## src/rtl/op_pkg.sv

```systemverilog
// ---------------------------------------------------------------------------
// op_pkg
// Shared types for the operand fetch stage.
//   pw, dw, tw      : register address, data and tag widths
//   reg_addr_t      : register file address
//   word_t          : register data word
//   tag_t           : opaque instruction tag (opcode/immediate carried through)
//   fetch_state_t   : occupancy of the 2-entry skid buffer
//   fetch_bundle_t  : {a, b, rd, wr, tag} handed to execute
//   select_operand  : r0 / writeback-forward / register-file operand select
// ---------------------------------------------------------------------------
package op_pkg;

    localparam int pw    = 3;
    localparam int dw    = 8;
    localparam int tw    = 9;
    localparam int nregs = 1 << pw;

    typedef logic [pw-1:0] reg_addr_t;
    typedef logic [dw-1:0] word_t;
    typedef logic [tw-1:0] tag_t;

    typedef enum logic [1:0] {
        EMPTY = 2'd0,
        ONE   = 2'd1,
        TWO   = 2'd2
    } fetch_state_t;

    typedef struct packed {
        word_t     a;
        word_t     b;
        reg_addr_t rd;
        logic      wr;
        tag_t      tag;
    } fetch_bundle_t;

    // r0 always reads as zero, so a writeback to r0 can never be forwarded:
    // the zero test comes first and shadows the forward compare.
    function automatic word_t select_operand(
        input reg_addr_t src,
        input logic      wb_en,
        input reg_addr_t wb_addr,
        input word_t     wb_dat,
        input word_t     rf_dat
    );
        word_t result;
        if (src == '0)
            result = '0;
        else if (wb_en && (wb_addr == src))
            result = wb_dat;
        else
            result = rf_dat;
        return result;
    endfunction

endpackage

```

## src/rtl/fetch_skid.sv

```systemverilog
// ---------------------------------------------------------------------------
// fetch_skid
// Two-entry valid/ready skid buffer over fetch_bundle_t. The main register
// drives the outputs; the skid register absorbs the one bundle that can
// arrive while the consumer stalls, so in_ready can be a pure register
// without losing throughput.
//   clk, rst_n            : clock, asynchronous active-low reset
//   in_valid / in_ready   : upstream handshake (in_ready registered)
//   in_data               : bundle offered upstream
//   out_valid / out_ready : downstream handshake
//   out_data              : bundle presented downstream (held while stalled)
// ---------------------------------------------------------------------------
module fetch_skid
    import op_pkg::*;
(
    input  logic          clk,
    input  logic          rst_n,
    input  logic          in_valid,
    output logic          in_ready,
    input  fetch_bundle_t in_data,
    output logic          out_valid,
    input  logic          out_ready,
    output fetch_bundle_t out_data
);

    fetch_state_t  state_reg;
    fetch_state_t  state_next;
    fetch_bundle_t main_reg;
    fetch_bundle_t skid_reg;
    logic          ready_reg;

    logic          accept;
    logic          fire;
    logic          load_main_in;
    logic          load_main_skid;
    logic          load_skid;

    always_comb begin
        state_next     = state_reg;
        load_main_in   = 1'b0;
        load_main_skid = 1'b0;
        load_skid      = 1'b0;
        accept         = in_valid && ready_reg;
        fire           = (state_reg != EMPTY) && out_ready;

        case (state_reg)
            EMPTY: begin
                if (accept) begin
                    load_main_in = 1'b1;
                    state_next   = ONE;
                end
            end
            ONE: begin
                if (accept && fire) begin
                    load_main_in = 1'b1;
                end else if (accept) begin
                    load_skid  = 1'b1;
                    state_next = TWO;
                end else if (fire) begin
                    state_next = EMPTY;
                end
            end
            TWO: begin
                // ready_reg is low here, so no accept can coincide
                if (fire) begin
                    load_main_skid = 1'b1;
                    state_next     = ONE;
                end
            end
            default: begin
                state_next = EMPTY;
            end
        endcase
    end

    always_ff @(posedge clk or negedge rst_n) begin
        if (!rst_n) begin
            state_reg <= EMPTY;
            main_reg  <= '0;
            skid_reg  <= '0;
            ready_reg <= 1'b1;
        end else begin
            state_reg <= state_next;
            // Registered ready: look ahead at the next state so the flag is
            // already low in the cycle the buffer is full.
            ready_reg <= (state_next != TWO);
            if (load_main_in)
                main_reg <= in_data;
            else if (load_main_skid)
                main_reg <= skid_reg;
            if (load_skid)
                skid_reg <= in_data;
        end
    end

    assign in_ready  = ready_reg;
    assign out_valid = (state_reg != EMPTY);
    assign out_data  = main_reg;

endmodule

```

## src/rtl/operand_fetch.sv

```systemverilog
// ---------------------------------------------------------------------------
// operand_fetch
// Read-side client of the 8-entry register file. Drives the two read
// addresses straight from the incoming instruction, captures the returned
// operands (forcing r0 to zero and forwarding a same-cycle writeback), and
// hands {a, b, rd, wr, tag} to execute through a 2-entry skid buffer.
//
// Optional build macro OPFETCH_SCOREBOARD_EN: keeps a per-register pending
// mask and stalls in_ready while a source register is still awaiting its
// writeback. Without it, hazards are the upstream's responsibility.
//
// Ports:
//   clk, rst_n                       : clock, asynchronous active-low reset
//   in_valid / in_ready              : decoded-instruction handshake
//   in_rs_a, in_rs_b, in_rd, in_wr   : sources, destination, write flag
//   in_tag                           : passthrough tag
//   rd_addrA, rd_addrB               : register file read addresses
//   datA_in, datB_in                 : register file read data (combinational)
//   wb_en, wb_addr, wb_dat           : register file writeback this cycle
//   out_valid / out_ready            : operand bundle handshake
//   out_a, out_b, out_rd, out_wr,
//   out_tag                          : operand bundle
// Widths pw/dw/tw must match the op_pkg constants used by the bundle type.
// ---------------------------------------------------------------------------
module operand_fetch #(
    parameter int pw = 3,
    parameter int dw = 8,
    parameter int tw = 9
) (
    input  logic          clk,
    input  logic          rst_n,
    input  logic          in_valid,
    output logic          in_ready,
    input  logic [pw-1:0] in_rs_a,
    input  logic [pw-1:0] in_rs_b,
    input  logic [pw-1:0] in_rd,
    input  logic          in_wr,
    input  logic [tw-1:0] in_tag,
    output logic [pw-1:0] rd_addrA,
    output logic [pw-1:0] rd_addrB,
    input  logic [dw-1:0] datA_in,
    input  logic [dw-1:0] datB_in,
    input  logic          wb_en,
    input  logic [pw-1:0] wb_addr,
    input  logic [dw-1:0] wb_dat,
    output logic          out_valid,
    input  logic          out_ready,
    output logic [dw-1:0] out_a,
    output logic [dw-1:0] out_b,
    output logic [pw-1:0] out_rd,
    output logic          out_wr,
    output logic [tw-1:0] out_tag
);

    import op_pkg::*;

    fetch_bundle_t new_bundle;
    fetch_bundle_t out_bundle;
    logic          skid_in_ready;
    logic          stall;
    logic          push_valid;

    assign rd_addrA = in_rs_a;
    assign rd_addrB = in_rs_b;

    always_comb begin
        new_bundle     = '0;
        new_bundle.a   = select_operand(in_rs_a, wb_en, wb_addr, wb_dat, datA_in);
        new_bundle.b   = select_operand(in_rs_b, wb_en, wb_addr, wb_dat, datB_in);
        new_bundle.rd  = in_rd;
        new_bundle.wr  = in_wr;
        new_bundle.tag = in_tag;
    end

`ifdef OPFETCH_SCOREBOARD_EN
    logic [(1<<pw)-1:0] pending_reg;
    logic [(1<<pw)-1:0] pending_next;
    logic [(1<<pw)-1:0] set_vec;
    logic [(1<<pw)-1:0] clr_vec;
    logic               accept;

    assign accept = in_valid && in_ready;

    // Set has priority over clear so an instruction that re-targets a
    // register being written back this cycle still marks it pending.
    // r0 is never marked: its value is constant.
    generate
        for (genvar gi = 0; gi < (1 << pw); gi++) begin : g_pending
            assign set_vec[gi]      = (gi != 0) && accept && in_wr && (in_rd == pw'(gi));
            assign clr_vec[gi]      = wb_en && (wb_addr == pw'(gi));
            assign pending_next[gi] = set_vec[gi] | (pending_reg[gi] & ~clr_vec[gi]);
        end
    endgenerate

    always_ff @(posedge clk or negedge rst_n) begin
        if (!rst_n)
            pending_reg <= '0;
        else
            pending_reg <= pending_next;
    end

    // A source whose writeback lands this cycle is released immediately; the
    // forwarding mux supplies the value being written.
    assign stall = (pending_reg[in_rs_a] & ~clr_vec[in_rs_a]) |
                   (pending_reg[in_rs_b] & ~clr_vec[in_rs_b]);
`else
    assign stall = 1'b0;
`endif

    assign push_valid = in_valid && !stall;
    assign in_ready   = skid_in_ready && !stall;

    fetch_skid u_skid (
        .clk       (clk),
        .rst_n     (rst_n),
        .in_valid  (push_valid),
        .in_ready  (skid_in_ready),
        .in_data   (new_bundle),
        .out_valid (out_valid),
        .out_ready (out_ready),
        .out_data  (out_bundle)
    );

    assign out_a   = out_bundle.a;
    assign out_b   = out_bundle.b;
    assign out_rd  = out_bundle.rd;
    assign out_wr  = out_bundle.wr;
    assign out_tag = out_bundle.tag;

endmodule

```

## config.mk

```make
export PLATFORM = sky130hd
export DESIGN_NAME = operand_fetch
export DESIGN_NICKNAME = d
export VERILOG_FILES = /design/src/rtl/op_pkg.sv /design/src/rtl/fetch_skid.sv /design/src/rtl/operand_fetch.sv
export SDC_FILE = /design/constraint.sdc
export NUM_CORES = 1
export LEC_CHECK = 0
export BUFFER_PORTS_ARGS = -buffer_cell sky130_fd_sc_hd__buf_2
export CAP_MARGIN = 30
export CELL_PAD_IN_SITES_DETAIL_PLACEMENT = 1
export CELL_PAD_IN_SITES_GLOBAL_PLACEMENT = 2
export CORE_ASPECT_RATIO = 1.5
export CORE_MARGIN = 1
export CORE_UTILIZATION = 36
export DETAILED_ROUTE_END_ITERATION = 6
export GPL_TIMING_DRIVEN = 0
export PLACE_DENSITY_LB_ADDON = 0.1
export SLEW_MARGIN = 20
export SYNTH_ARGS = -nofsm -noshare
export SYNTH_HDL_FRONTEND = slang
export SYNTH_HIERARCHICAL = 1
export SYNTH_SLANG_ARGS = --single-unit
```

## constraint.sdc

```tcl
create_clock -name clk -period 2.8 [get_ports clk]
set_input_delay 0.42 -clock clk [delete_from_list [all_inputs] [get_ports clk]]
set_output_delay 0.42 -clock clk [all_outputs]
set_load 0.05 [all_outputs]
```

==> results.cfg <==
[routing]
first_pass_iters = 4
wl_per_cell_um = 16.00
drcViolationCount = 0
vias = 2254
antenna_left = 0
drt-initial-drc-count = 45
drt-total-wl_um = 7250
viasPerCell = 4.976

[sta]
fin_worst_skew_ns = 0.005032
setup_viol = 0
setup_tns_ns = 0
worst-slew-pin-transition_ns = 0.7830
max_freq_ghz = 0.5800
fin_crit_ns = 1.724
rsz0062_at_grt = no
maxSlewHeadroom = 0.4780
drv_slew = 0
timing.hold.ws_ns = 0.1766
final_hold_viol_count = 0
fin_crit_sh = 0.6157

[placement]
port_buffers = 87
hpwlAfterDp_um = 5307
place.gp.congestion = 0.7478

[floorplan]
rows = 40
io_pins = 88
die_area_um2 = 8739
die_x_um = 76.67
initial_core_util = 0.3736
die_height_um = 114.0
core-area_um2 = 8058

[critical_path]
cpPeakStageDelay_ns = 0.54
startpoint_type = flip-flop
worstPathCellList = nand2_1, nor3_1, clkbuf_1, a221o_1
crit_path_max_fanout = 10
timing_worst_setup_path_type = reg -> reg
reg2reg_depth = 4
critical_path.endpoint_type = flip-flop
critPathArrivalTime_ns = 1.98
crit_path_top_delay_cell = dfstp_2
worst_ep_required_time_ns = 3.06

[final_layout]
drive_gt1_frac = 0.4511
area_growth_pct = 28.60
n_fill_cell = 908
antenna_cells = 0
fin_nets = 394

[logic_synthesis]
synth_mux_area_frac = 0.1808
ys_seq_area_frac = 0.5075
synth_area_leader_cell = dfrtp_1
synth_edf_count = 0
synth_compound_area_frac = 0.1022
synth_top_area_frac = 0.4988
ys_top_cells_by_area = dfrtp_1 50%, a221o_1 9.6%, mux2_2 7.1%
synth_common_cells = 60 x dfrtp_1, 33 x nand2_1, 29 x a221o_1, 29 x and2_1, 19 x mux2_2
yosys_warnings = 6
synth_simple_gate_area_share = 0.1347
synth-seq-cells = 61
synth_nets = 296
syn_area_per_cell_um2 = 12.29
syn_inst = 245
synth_xor_area_frac = 0.01746
async_flop_share = 1.000
yosysMostFrequentCell = dfrtp_1
synth_top_family_by_area = multiplexers
synthDistinctLibCells = 25
ys.flop_type = dfrtp_1
syn_area_um2 = 3010
synth_fa_ha_area_frac = 0

[grt]
grt_use_total = 0.1814
grt_max_degree = 62
grt_pass1_wl_um = 11920
grt_remaining_overflow = 0
grt_antenna_before_repair = 0
grt_pass1_vias = 2379

[cts]
tritoncts = done
clock_path_buffers = 2
cts-root-buf = clkbuf_16
clk_latency_ns = 0.33
ctsResizeCount = 0
cts_hold_buf = 0
cts_sinks = 61
post-cts-setup-buffers = 0
clkTransAtPathRegs_ns = 0.05
numCtsBuffers = 9
htree_levels = 3

[run]
drv_cap = 0

[run_status]
status = finished, final reports clean

[power]
ir_drop_uv = 449.3
powerDensity_nw_per_um2 = 1145
p_leak_uw = 0.001913

[min_path]
hold_path_class = in -> async
==> worst paths after layout <==
check,startpoint,slack (ns),end
worst max-delay path,u_skid/in_ready$_DFF_PN1_,1.08,u_skid/out_data[24]$_DFFE_PN0P_
worst min-delay path,rst_n,0.18,u_skid/out_data[9]$_DFFE_PN0P_
max in group asynchronous,rst_n,2.12,u_skid/out_data[13]$_DFFE_PN0P_
worst max register to register,u_skid/in_ready$_DFF_PN1_,1.08,u_skid/out_data[24]$_DFFE_PN0P_
worst min register to register,u_skid/skid_reg[2]$_DFFE_PN0P_,0.50,u_skid/skid_reg[2]$_DFFE_PN0P_
min in group clk,out_ready,0.33,u_skid/state_reg[1]$_DFF_PN0_
==> stage by stage <==
stage | cells | setup WS, ns | total power [uW] | cell area [um^2] | util
finish | 453 | 1.076 | 4434 | 3871 | 0.4804
global route | 453 | 0.9451 | 4667 | 3871 | 0.4804
CTS | 453 | 1.039 | 4501 | 3871 | 0.4804
detailed placement | 437 | 0.9283 | 3397 | 3580 | 0.4443
global placement | 437 | 0.9290 | 3341 | 3577 | 0.4439
floorplan | 245 | 1.005 | 2910 | 3010 | -
==> kinds of logic (layout without fill, tap and decap cells) <==
kind of cell,after synthesis,after routing
compound gates,31,31
xor+xnor,6,6
buf+inv,24,127
flops,61,61
mux,47,47
simple gates,76,76
==> report_power, final <==
part | internal [uW] | leakage, uW | switching (uW)
clock | 682 | 0.000145 | 394
combinational | 679 | 0.00102 | 1170
sequential | 1300 | 0.000750 | 213
total | 2660 | 0.00191 | 1780
==> area by class of cell <==
cell class,count,area [um^2],share of cell area
buffer,24,172.7,0.04460
tap,105,131.4,0.03394
timing repair buffer,87,437.9,0.1131
sequential,61,1528,0.3946
clock buffer,9,225.2,0.05818
clock inverter,7,66.31,0.01713
multi-input combinational,160,1310,0.3384
==> placed cells by master (no fill, tap or decap), drive strengths merged, types with 2 or more instances in the layout <==
cell type,n
and4,2
a221o,29
mux2i,18
nor2,2
or2,2
and2,30
nand2,33
and3b,2
mux2,29
or3,2
clkinv,5
dfrtp,60
clkbuf,15
buf,105
xnor2,6
==> critical path: cells and delay by family, from the launching register on <==
kind	cells	cell delay (ns)
AO/OA/AOI/OAI	1	0.26
buffers and inverters	1	0.51
AND/OR/NAND/NOR	2	0.34
flip-flops	1	0.54
==> layer usage <==
layer / vias to the layer above / track usage / wire length (um)
li1: 1070 / - / -
met1: 1114 / 0.2081 / 2966
met2: 59 / 0.3185 / 3843
met3: 11 / 0.04560 / 312
met4: 0 / 0.07692 / 128
met5: - / 0 / 0
Power figures use the tool's default switching activity.
